## config.mk

```make
export PLATFORM = sky130hd
export DESIGN_NAME = transposed_fir_core
export DESIGN_NICKNAME = d
export VERILOG_FILES = /design/src/rtl/fir_pkg.sv /design/src/rtl/fir_round_sat.sv /design/src/rtl/transposed_fir_core.sv
export SDC_FILE = /design/constraint.sdc
export NUM_CORES = 1
export LEC_CHECK = 0
export CAP_MARGIN = 20
export CORE_MARGIN = 2
export CORE_UTILIZATION = 65
export CTS_BUF_LIST = sky130_fd_sc_hd__clkbuf_8
export CTS_CLUSTER_DIAMETER = 40
export DETAILED_ROUTE_END_ITERATION = 7
export PLACE_DENSITY_LB_ADDON = 0.25
export SLEW_MARGIN = 25
export SYNTH_ARGS = -nofsm -noshare
export SYNTH_HDL_FRONTEND = slang
export SYNTH_SLANG_ARGS = --single-unit
export TNS_END_PERCENT = 1
```

## constraint.sdc

```tcl
create_clock -name iClk_12M -period 14.7 [get_ports iClk_12M]
set_input_delay 2.94 -clock iClk_12M [delete_from_list [all_inputs] [get_ports iClk_12M]]
set_output_delay 2.94 -clock iClk_12M [all_outputs]
set_load 0.1 [all_outputs]
```

## src/rtl/fir_pkg.sv

```systemverilog
// Shared types and width helpers for the transposed FIR core.
// Commit FSM encoding plus accumulator/rounding width derivations.
package fir_pkg;

    typedef enum logic {
        ST_IDLE = 1'b0,
        ST_PEND = 1'b1
    } commit_state_t;

    function automatic int fir_acc_w(input int data_w, input int coef_w, input int taps);
        return data_w + coef_w + $clog2(taps) + 1;
    endfunction

    function automatic int fir_addr_w(input int taps);
        return (taps > 1) ? $clog2(taps) : 1;
    endfunction

    // One guard bit so the rounding offset can never wrap the accumulator.
    function automatic int fir_rnd_w(input int acc_w);
        return acc_w + 1;
    endfunction

endpackage

```

## src/rtl/fir_round_sat.sv

```systemverilog
// Combinational output stage: arithmetic shift with round-half-up, then clip to OUT_W.
// o_sat flags that clipping changed the value.
module fir_round_sat
    import fir_pkg::*;
#(
    parameter int ACC_W     = 22,
    parameter int OUT_W     = 16,
    parameter int OUT_SHIFT = 0
) (
    input  logic signed [ACC_W-1:0] i_acc,
    output logic signed [OUT_W-1:0] o_dat,
    output logic                    o_sat
);

    localparam int EXT_W = fir_rnd_w(ACC_W);
    localparam logic signed [EXT_W-1:0] SAT_MAX = {{(EXT_W-OUT_W+1){1'b0}}, {(OUT_W-1){1'b1}}};
    localparam logic signed [EXT_W-1:0] SAT_MIN = {{(EXT_W-OUT_W+1){1'b1}}, {(OUT_W-1){1'b0}}};

    logic signed [EXT_W-1:0] w_ext;
    logic signed [EXT_W-1:0] w_shf;

    assign w_ext = EXT_W'(i_acc);

    generate
        if (OUT_SHIFT > 0) begin : g_rnd
            localparam logic signed [EXT_W-1:0] RND_HALF = {{(EXT_W-1){1'b0}}, 1'b1} << (OUT_SHIFT-1);
            assign w_shf = (w_ext + RND_HALF) >>> OUT_SHIFT;
        end else begin : g_pass
            assign w_shf = w_ext;
        end
    endgenerate

    always_comb begin
        o_sat = 1'b0;
        o_dat = w_shf[OUT_W-1:0];
        if (w_shf > SAT_MAX) begin
            o_sat = 1'b1;
            o_dat = SAT_MAX[OUT_W-1:0];
        end else if (w_shf < SAT_MIN) begin
            o_sat = 1'b1;
            o_dat = SAT_MIN[OUT_W-1:0];
        end
    end

endmodule

```

## src/rtl/transposed_fir_core.sv

```systemverilog
// Transposed-form FIR with double-buffered coefficients and cascade input/output.
// One-cycle latency; commits wait for the first idle (iInVld=0) cycle.
module transposed_fir_core
    import fir_pkg::*;
#(
    parameter int TAPS      = 3,
    parameter int DATA_W    = 3,
    parameter int COEF_W    = 16,
    parameter int OUT_W     = 16,
    parameter int OUT_SHIFT = 0,
    localparam int ACC_W    = fir_acc_w(DATA_W, COEF_W, TAPS),
    localparam int ADDR_W   = fir_addr_w(TAPS)
) (
    input  logic                     iClk_12M,
    input  logic                     iRsn,
    input  logic                     iInVld,
    input  logic signed [DATA_W-1:0] iFirIn,
    input  logic signed [ACC_W-1:0]  iCasIn,
    input  logic                     iClear,
    input  logic                     iCoefWe,
    input  logic [ADDR_W-1:0]        iCoefAddr,
    input  logic signed [COEF_W-1:0] iCoefData,
    input  logic                     iCoefCommit,
    output logic signed [OUT_W-1:0]  oFirOut,
    output logic                     oOutVld,
    output logic signed [ACC_W-1:0]  oCasOut,
    output logic                     oSat,
    output logic                     oCommitPend
);

    logic signed [COEF_W-1:0] r_coef   [TAPS];
    logic signed [COEF_W-1:0] r_shadow [TAPS];
    logic signed [ACC_W-1:0]  r_z      [1:TAPS-1];

    logic signed [OUT_W-1:0]  r_fir_out;
    logic signed [ACC_W-1:0]  r_cas_out;
    logic                     r_out_vld;
    logic                     r_sat;
    commit_state_t            r_state;

    commit_state_t            w_state_nxt;
    logic                     w_apply;
    logic                     w_acc;
    logic                     w_addr_ok;
    logic signed [ACC_W-1:0]  w_x_ext;
    logic signed [ACC_W-1:0]  w_prod [TAPS];
    logic signed [ACC_W-1:0]  w_sum  [TAPS];
    logic signed [OUT_W-1:0]  w_rs_dat;
    logic                     w_rs_sat;

    assign w_acc     = iInVld && !iClear;
    assign w_addr_ok = {1'b0, iCoefAddr} < (ADDR_W+1)'(TAPS);
    assign w_x_ext   = ACC_W'(iFirIn);

    // Every tap sums into ACC_W, which has headroom for TAPS full-scale products.
    for (genvar k = 0; k < TAPS; k++) begin : g_tap
        logic signed [ACC_W-1:0] w_c_ext;
        assign w_c_ext   = ACC_W'(r_coef[k]);
        assign w_prod[k] = w_c_ext * w_x_ext;
        if (k == TAPS-1) begin : g_last
            assign w_sum[k] = w_prod[k] + iCasIn;
        end else begin : g_mid
            assign w_sum[k] = w_prod[k] + r_z[k+1];
        end
    end

    fir_round_sat #(
        .ACC_W     (ACC_W),
        .OUT_W     (OUT_W),
        .OUT_SHIFT (OUT_SHIFT)
    ) u_round_sat (
        .i_acc (w_sum[0]),
        .o_dat (w_rs_dat),
        .o_sat (w_rs_sat)
    );

    always_ff @(posedge iClk_12M or negedge iRsn) begin
        if (!iRsn) begin
            for (int k = 1; k < TAPS; k++) r_z[k] <= '0;
        end else if (iClear) begin
            for (int k = 1; k < TAPS; k++) r_z[k] <= '0;
        end else if (w_acc) begin
            for (int k = 1; k < TAPS; k++) r_z[k] <= w_sum[k];
        end
    end

    always_ff @(posedge iClk_12M or negedge iRsn) begin
        if (!iRsn) begin
            r_out_vld <= 1'b0;
            r_fir_out <= '0;
            r_cas_out <= '0;
            r_sat     <= 1'b0;
        end else if (iClear) begin
            r_out_vld <= 1'b0;
            r_fir_out <= '0;
            r_cas_out <= '0;
            r_sat     <= 1'b0;
        end else begin
            r_out_vld <= iInVld;
            if (iInVld) begin
                r_fir_out <= w_rs_dat;
                r_cas_out <= w_sum[0];
                r_sat     <= w_rs_sat;
            end
        end
    end

    // The commit copies the pre-edge shadow, so a same-cycle write lands only in shadow.
    always_ff @(posedge iClk_12M or negedge iRsn) begin
        if (!iRsn) begin
            for (int k = 0; k < TAPS; k++) begin
                r_coef[k]   <= '0;
                r_shadow[k] <= '0;
            end
        end else begin
            if (w_apply) begin
                for (int k = 0; k < TAPS; k++) r_coef[k] <= r_shadow[k];
            end
            if (iCoefWe && w_addr_ok) begin
                r_shadow[iCoefAddr] <= iCoefData;
            end
        end
    end

    always_ff @(posedge iClk_12M or negedge iRsn) begin
        if (!iRsn) begin
            r_state <= ST_IDLE;
        end else begin
            r_state <= w_state_nxt;
        end
    end

    always_comb begin
        w_state_nxt = r_state;
        w_apply     = 1'b0;
        case (r_state)
            ST_IDLE: begin
                if (iCoefCommit) w_state_nxt = ST_PEND;
            end
            ST_PEND: begin
                if (!iInVld) begin
                    w_apply     = 1'b1;
                    w_state_nxt = ST_IDLE;
                end
            end
            default: w_state_nxt = ST_IDLE;
        endcase
    end

    assign oFirOut     = r_fir_out;
    assign oCasOut     = r_cas_out;
    assign oOutVld     = r_out_vld;
    assign oSat        = r_sat;
    assign oCommitPend = (r_state == ST_PEND);

endmodule

```

### Word-level counts from Yosys, hierarchy flattened

Cells that the tools add are included.

| word-level totals | value |
|---|---|
| bits in registers | 181 |

| operators by class | value |
|---|---|
| $mul | 3 |
| multiplexer cells | 21 |
| reductions and logical operators | 6 |
| order comparisons | 5 |
| $add $sub $neg | 3 |
| bitwise logic cells | 2 |

Operator list:

| kind | number |
|---|---|
| $mux W44 | 2 |
| $mux W16 | 5 |
| $add A19 B22 Y22 | 3 |
| $mul A16 B3 Y19 | 3 |
| $bwmux W48 | 1 |
| $mux W22 | 2 |
| $demux W16 S2 | 1 |
| $gt A22 B16 Y1 const B | 1 |
| $lt A22 B16 Y1 const B | 1 |
| $mux W1 | 9 |
| $reduce_bool A2 Y1 | 2 |
| $ge A3 B3 Y1 const B | 1 |
| $logic_and A1 B1 Y1 | 3 |
| $lt A3 B1 Y1 const B | 1 |
| $not A2 Y3 | 1 |
| $lt A2 B2 Y1 const B | 1 |
| $pmux W1 S2 | 1 |
| $logic_not A1 Y1 | 1 |
| $not A1 Y1 | 1 |

### Logic depth before layout (Yosys ltp)

| depth | value |
|---|---|
| depth in word-level cells | 7 |
| mapped depth | 20 |
| mapped depth without buffers | 17 |

### Modules after synthesis

From an unflattened synthesis, not the netlist that was laid out.

| unflattened totals | value |
|---|---|
| cell total of the unflattened synthesis | 1337 |
| area, all modules | 14303.7 sq um |

Modules (own cells, without submodules):

| module | cells each | instances | area an instance (sq um) | sequential area each (sq um) |
|---|---|---|---|---|
| transposed_fir_core | 1291 | 1 | 13958.4 | 4529.3 |
| fir_round_sat | 46 | 1 | 345.3 | 0.0 |

### Worst setup path before layout

No wires, ideal clock.

| path | value |
|---|---|
| path kind | input -> register |
| start | input port iFirIn[0] |
| end | register r_fir_out[4], in the netlist oFirOut[4] |
| setup time | 124 ps |
| arrival time | 7691 ps |
| setup slack | 6885 ps |
| cell stages on the path | 19 |
| required time | 14576 ps |
| buffers on the path | 3 |
| path through | clkbuf_1 -> clkbuf_1 -> nand2_1 -> fa_1 -> fa_1 -> inv_1 -> fa_1 -> ha_1 -> fa_1 -> a21o_1 -> a221oi_2 -> a21o_1 -> a211oi_1 -> a311oi_4 -> nand4b_1 -> o31a_1 -> and2_4 -> buf_6 -> a211o_1 |

| between the ends | value |
|---|---|
| longest elaborated chain between the ends | 7 |
| elaborated cells between the ends (all ways) | 8 |
| those cells by class | add/sub (1); mul (1); order compare (2); mux (4) |

RTL lines:

| element | line | RTL |
|---|---|---|
| from (decl) | transposed_fir_core.sv:17 | `input logic signed [DATA_W-1:0] iFirIn,` |
| $mul A16 B3 Y19 * | transposed_fir_core.sv:59 | `assign w_prod[k] = w_c_ext * w_x_ext;` |
| $add A19 B22 Y22 * | transposed_fir_core.sv:63 | `assign w_sum[k] = w_prod[k] + r_z[k+1];` |
| $lt A22 B16 Y1 | fir_round_sat.sv:39 | `end else if (w_shf < SAT_MIN) begin` |
| $mux W16 | fir_round_sat.sv:39 |  |
| $mux W16 * | fir_round_sat.sv:36 | `if (w_shf > SAT_MAX) begin` |
| $mux W16 * | transposed_fir_core.sv:100 | `if (iInVld) begin` |
| $mux W16 * | transposed_fir_core.sv:93 | `end else if (iClear) begin` |
| to (signal assigned) | transposed_fir_core.sv:101 | `r_fir_out <= w_rs_dat;` |
| to (decl) | transposed_fir_core.sv:35 | `logic signed [OUT_W-1:0] r_fir_out;` |

Every way passes the cells marked *; elsewhere a longest branch is shown, timed or not. The select of a mux whose other input is x is not followed.
A chain may end at the register's enable or synchronous reset.

### Worst setup path after layout

| path | value |
|---|---|
| start | input port iFirIn[2] |
| end | register r_fir_out[14], in the netlist oFirOut[14] |

The elaborated chain is that of the path after synthesis.

==> implementation parameters <==
Parameter                              Value

Outcome
  Run status ... completed

Critical path
  Crit Reg-Reg Startpoint ... g_tap[0].w_c_ext[0]$_DFFE_PN0P_
  Biggest fanout along the worst timing path ... 32
  Worst Path Arrival ... 9.07 ns
  Required time of the critical path ... 15.08 ns
  R2r worst-path depth ... 16
  Class of the most critical setup path ... input pin to flip-flop
  Startpoint class of the critical path ... input pin
  Critical Path Sink ... oFirOut[14]$_DFFE_PN0P_
  Crit path from ... iFirIn[2]
  Reg2reg setup slack ... 9.27 ns
  Destination of the worst register-to-register timing path ... oFirOut[14]$_DFFE_PN0P_
  Worst Setup End Kind ... flip-flop

GRT
  Total gr overflow ... 0
  Combined global-route utilization of all metal layers ... 26.90%
  Pin count of the biggest net entering global routing ... 97
  Number of antenna violations at the first check in global routing ... 0
  Global-route wire length before repair ... 47290 um
  Via count of the first global-routing pass ... 9713

Route
  Via count of the routed design ... 9458
  Post-DRT Antenna Nets ... 0
  First drt pass iteration count ... 7
  Average wire length per cell after detail routing ... 16.98 um
  Total wire length ... 27560 um
  Vias per std cell ... 5.827
  Number of DRC violations after detailed routing ... 0
  Number of DRC markers in iteration 0 ... 493

Clock network
  Maximum root-to-sink buffer count ... 2
  CTS tree ... done
  Insertion delay of the later-clocked pin in the worst-skew pair ... 0.49 ns
  Gates resized, CTS repair ... 0
  H-tree depth ... 4
  Post-CTS clock slew at the launch and capture registers of the worst setup and hold paths ... 0.11 ns
  Cts hold-fix bufs ... 0
  Clock tree root driver cell ... clkbuf_8
  Total setup buffers inserted after CTS ... 0
  Number of sinks driven by the clock tree ... 181
  Number of buffers created by CTS ... 17

Synthesis
  Area share of and/or/nand/nor cells after synthesis ... 11.08%
  Count of flip-flops with a built-in enable after synthesis ... 0
  Area fraction in compound gates after synthesis ... 10.79%
  Number of nets produced by synthesis ... 1553
  Post-synthesis adder-cell area fraction ... 27.71%
  Synth Area in XOR/XNOR ... 3.342%
  Largest family of logic cells by synthesized area ... adder cells
  Yosys cell types ... 59
  Syn Std Cell Area ... 13630 um^2
  Synth top area cells ... dfrtp_1 (33%), fa_1 (16%), ha_1 (12%)
  Flip-flop and latch count after synthesis ... 181
  Share of flip-flops with an asynchronous set or reset ... 100.0%
  Post-synthesis instance total ... 1267
  Synth Flop Type ... dfrtp_1
  Most area-hungry cell type in the Yosys netlist ... dfrtp_1
  Sequential cell area fraction in the yosys report ... 33.24%
  Portion of netlist area occupied by mux cells ... 9.779%
  Yosys warning count ... 0
  Area share of the leading cell type in the synthesized netlist ... 33.24%
  Mean cell area of the mapped netlist ... 10.76 um^2

Worst hold path
  Critical hold path startpoint ... r_z[42]$_DFFE_PN0P_
  Tightest Hold Check Type ... flip-flop to flip-flop

Die
  Die extent in y ... 148.8 um
  Site row count ... 52
  Die Wd ... 148.8 um
  Top Ports ... 90
  Initial core utilization ... 66.70%
  Die area ... 22140 um^2
  Placeable core region ... 20430 um^2

Run
  Maximum capacitance violations ... 0

STA
  Worst slew margin ... 32.98%
  Share of the clock period used by the worst path after layout ... 59.15%
  Maximum clock skew at final layout ... 0.01990 ns
  Setup repair after global routing missed its margin ... false
  Achievable frequency ... 115.0 MHz
  Final critical-path required period ... 8.695 ns
  Sum of negative setup slack ... 0 ns
  Worst Tran Pin Value ... 1.004 ns
  Max-slew violation count ... 0
  Final hold violations ... 0
  Number of endpoints failing setup at the final stage ... 0

Final layout
  Number of diodes ... 0
  NumNets Final ... 1626
  Share of layout cells above drive strength 1 ... 11.83%
  Area growth from synthesis to layout ... 11.53%
  Filler cell count ... 1452
  Share of the core filled with cells ... 74.39%

Placed design
  Estimated wirelength of the detail-placed design ... 20470 um
  Placer Congestion ... 0.7885
  Buffers on Ports ... 89
Yosys cell counts, types with 3 or more instances:
cell type / instances
dfrtp_1: 181
ha_1: 129
fa_1: 108
nand2_1: 99
inv_1: 98
mux2_2: 97
nor2_1: 88
o21ai_0: 48
a21oi_1: 47
and2_1: 37
nand2b_1: 35
xnor2_1: 34
clkbuf_1: 31
mux2i_1: 24
a211oi_1: 23
a21o_1: 21
xor2_1: 18
nor3_1: 15
a211o_1: 12
nor2b_1: 12
buf_1: 10
o21a_1: 10
o21bai_1: 10
nand3_1: 7
a22o_1: 6
a31oi_1: 6
o21ai_1: 5
and3_1: 4
o211ai_1: 4
nand3b_1: 3
o31ai_1: 3
or2_2: 3
or3_1: 3
cell type report:
type | count | area, um^2 | area share [%]
multi-input cells | 942 | 8568 | 56.38
inverters | 100 | 375.4 | 2.470
flip-flops and latches | 181 | 4529 | 29.80
well taps | 270 | 337.8 | 2.223
repair buffers | 98 | 953.4 | 6.273
clock buffers | 17 | 234.0 | 1.539
clock inverters | 15 | 200.2 | 1.317
sequential cells by signal, summed over array words and instances (netlist names):
signal,cells
oOutVld,1
oSat,1
r_shadow,48
oCasOut,22
r_z,44
oFirOut,16
oCommitPend,1
g_tap.w_c_ext,48
per-stage QoR:
stage | instance area, um^2 | worst slack, ns | std cells | hold WS, ns
2_1_floorplan | 13630 | 6.885 | 1267 | 0.4498
4_1_cts | 15190 | 5.996 | 1623 | 0.4948
3_3_place_gp | 14760 | 5.778 | 1591 | 0.4583
3_5_place_dp | 14760 | 5.480 | 1591 | 0.4703
5_1_grt | 15200 | 5.648 | 1623 | 0.5039
6_report | 15200 | 6.005 | 1623 | 0.4899
worst min-delay path by stage:
stage / endpoint / slack (ns) / depth (start not counted)
after floorplan: r_z[41]$_DFFE_PN0P_ / 0.45 / 2
after global placement: oCasOut[11]$_DFFE_PN0P_ / 0.46 / 1
after detailed placement: oCasOut[13]$_DFFE_PN0P_ / 0.47 / 2
after CTS: r_z[42]$_DFFE_PN0P_ / 0.49 / 2
after global routing: oFirOut[0]$_DFFE_PN0P_ / 0.50 / 2
final: r_z[42]$_DFFE_PN0P_ / 0.49 / 2
layout by cell type (no fill, tap or decap), drive strengths merged, types with 3 or more instances in the layout:
cell type,count
dfrtp,181
ha,129
fa,108
inv,108
nand2,99
mux2,97
nor2,88
clkdlybuf4s50,86
o21ai,53
a21oi,47
and2,39
nand2b,35
xnor2,34
a211oi,25
mux2i,24
a21o,21
xor2,18
clkbuf,17
nor3,16
a211o,12
nor2b,12
buf,12
o21bai,10
o21a,10
nand3,7
a31oi,6
a22o,6
clkinv,6
o211ai,4
and3,4
nand3b,3
or2,3
or3,3
o31ai,3
a2111oi,3
per-layer routing:
layer / global-route usage [%] / vias up / part of all wire (%)
li1: - / 4471 / -
met1: 36.73 / 4739 / 45
met2: 46.25 / 210 / 50
met3: 3.058 / 38 / 4.0
met4: 7.286 / 0 / 1.5
met5: 0 / - / 0
worst max-delay path, stage by stage:
cell	delay [ns]
clkdlybuf4s50_1	0.48
buf_4	0.35
clkinv_1	0.70
nor2_1	0.36
fa_1	0.48
fa_1	0.44
ha_1	0.33
fa_1	0.42
a21o_1	0.22
a221oi_2	0.40
a21o_1	0.22
a211oi_1	0.11
a311oi_4	0.31
a31oi_1	0.09
a31oi_1	0.81
nor3_1	0.09
a211o_1	0.30
logic make-up (layout without fill, tap and decap cells):
family          Yosys count  after routing
fa+ha+maj               237            237
compound gates          216            216
xor+xnor                 52             52
flops                   181            181
simple gates            316            316
mux                     121            121
buf+inv                 144            230
Power is left out: the tool's default activity adds up to more than one toggle a clock period on the data nets, which glitch-free logic cannot reach.
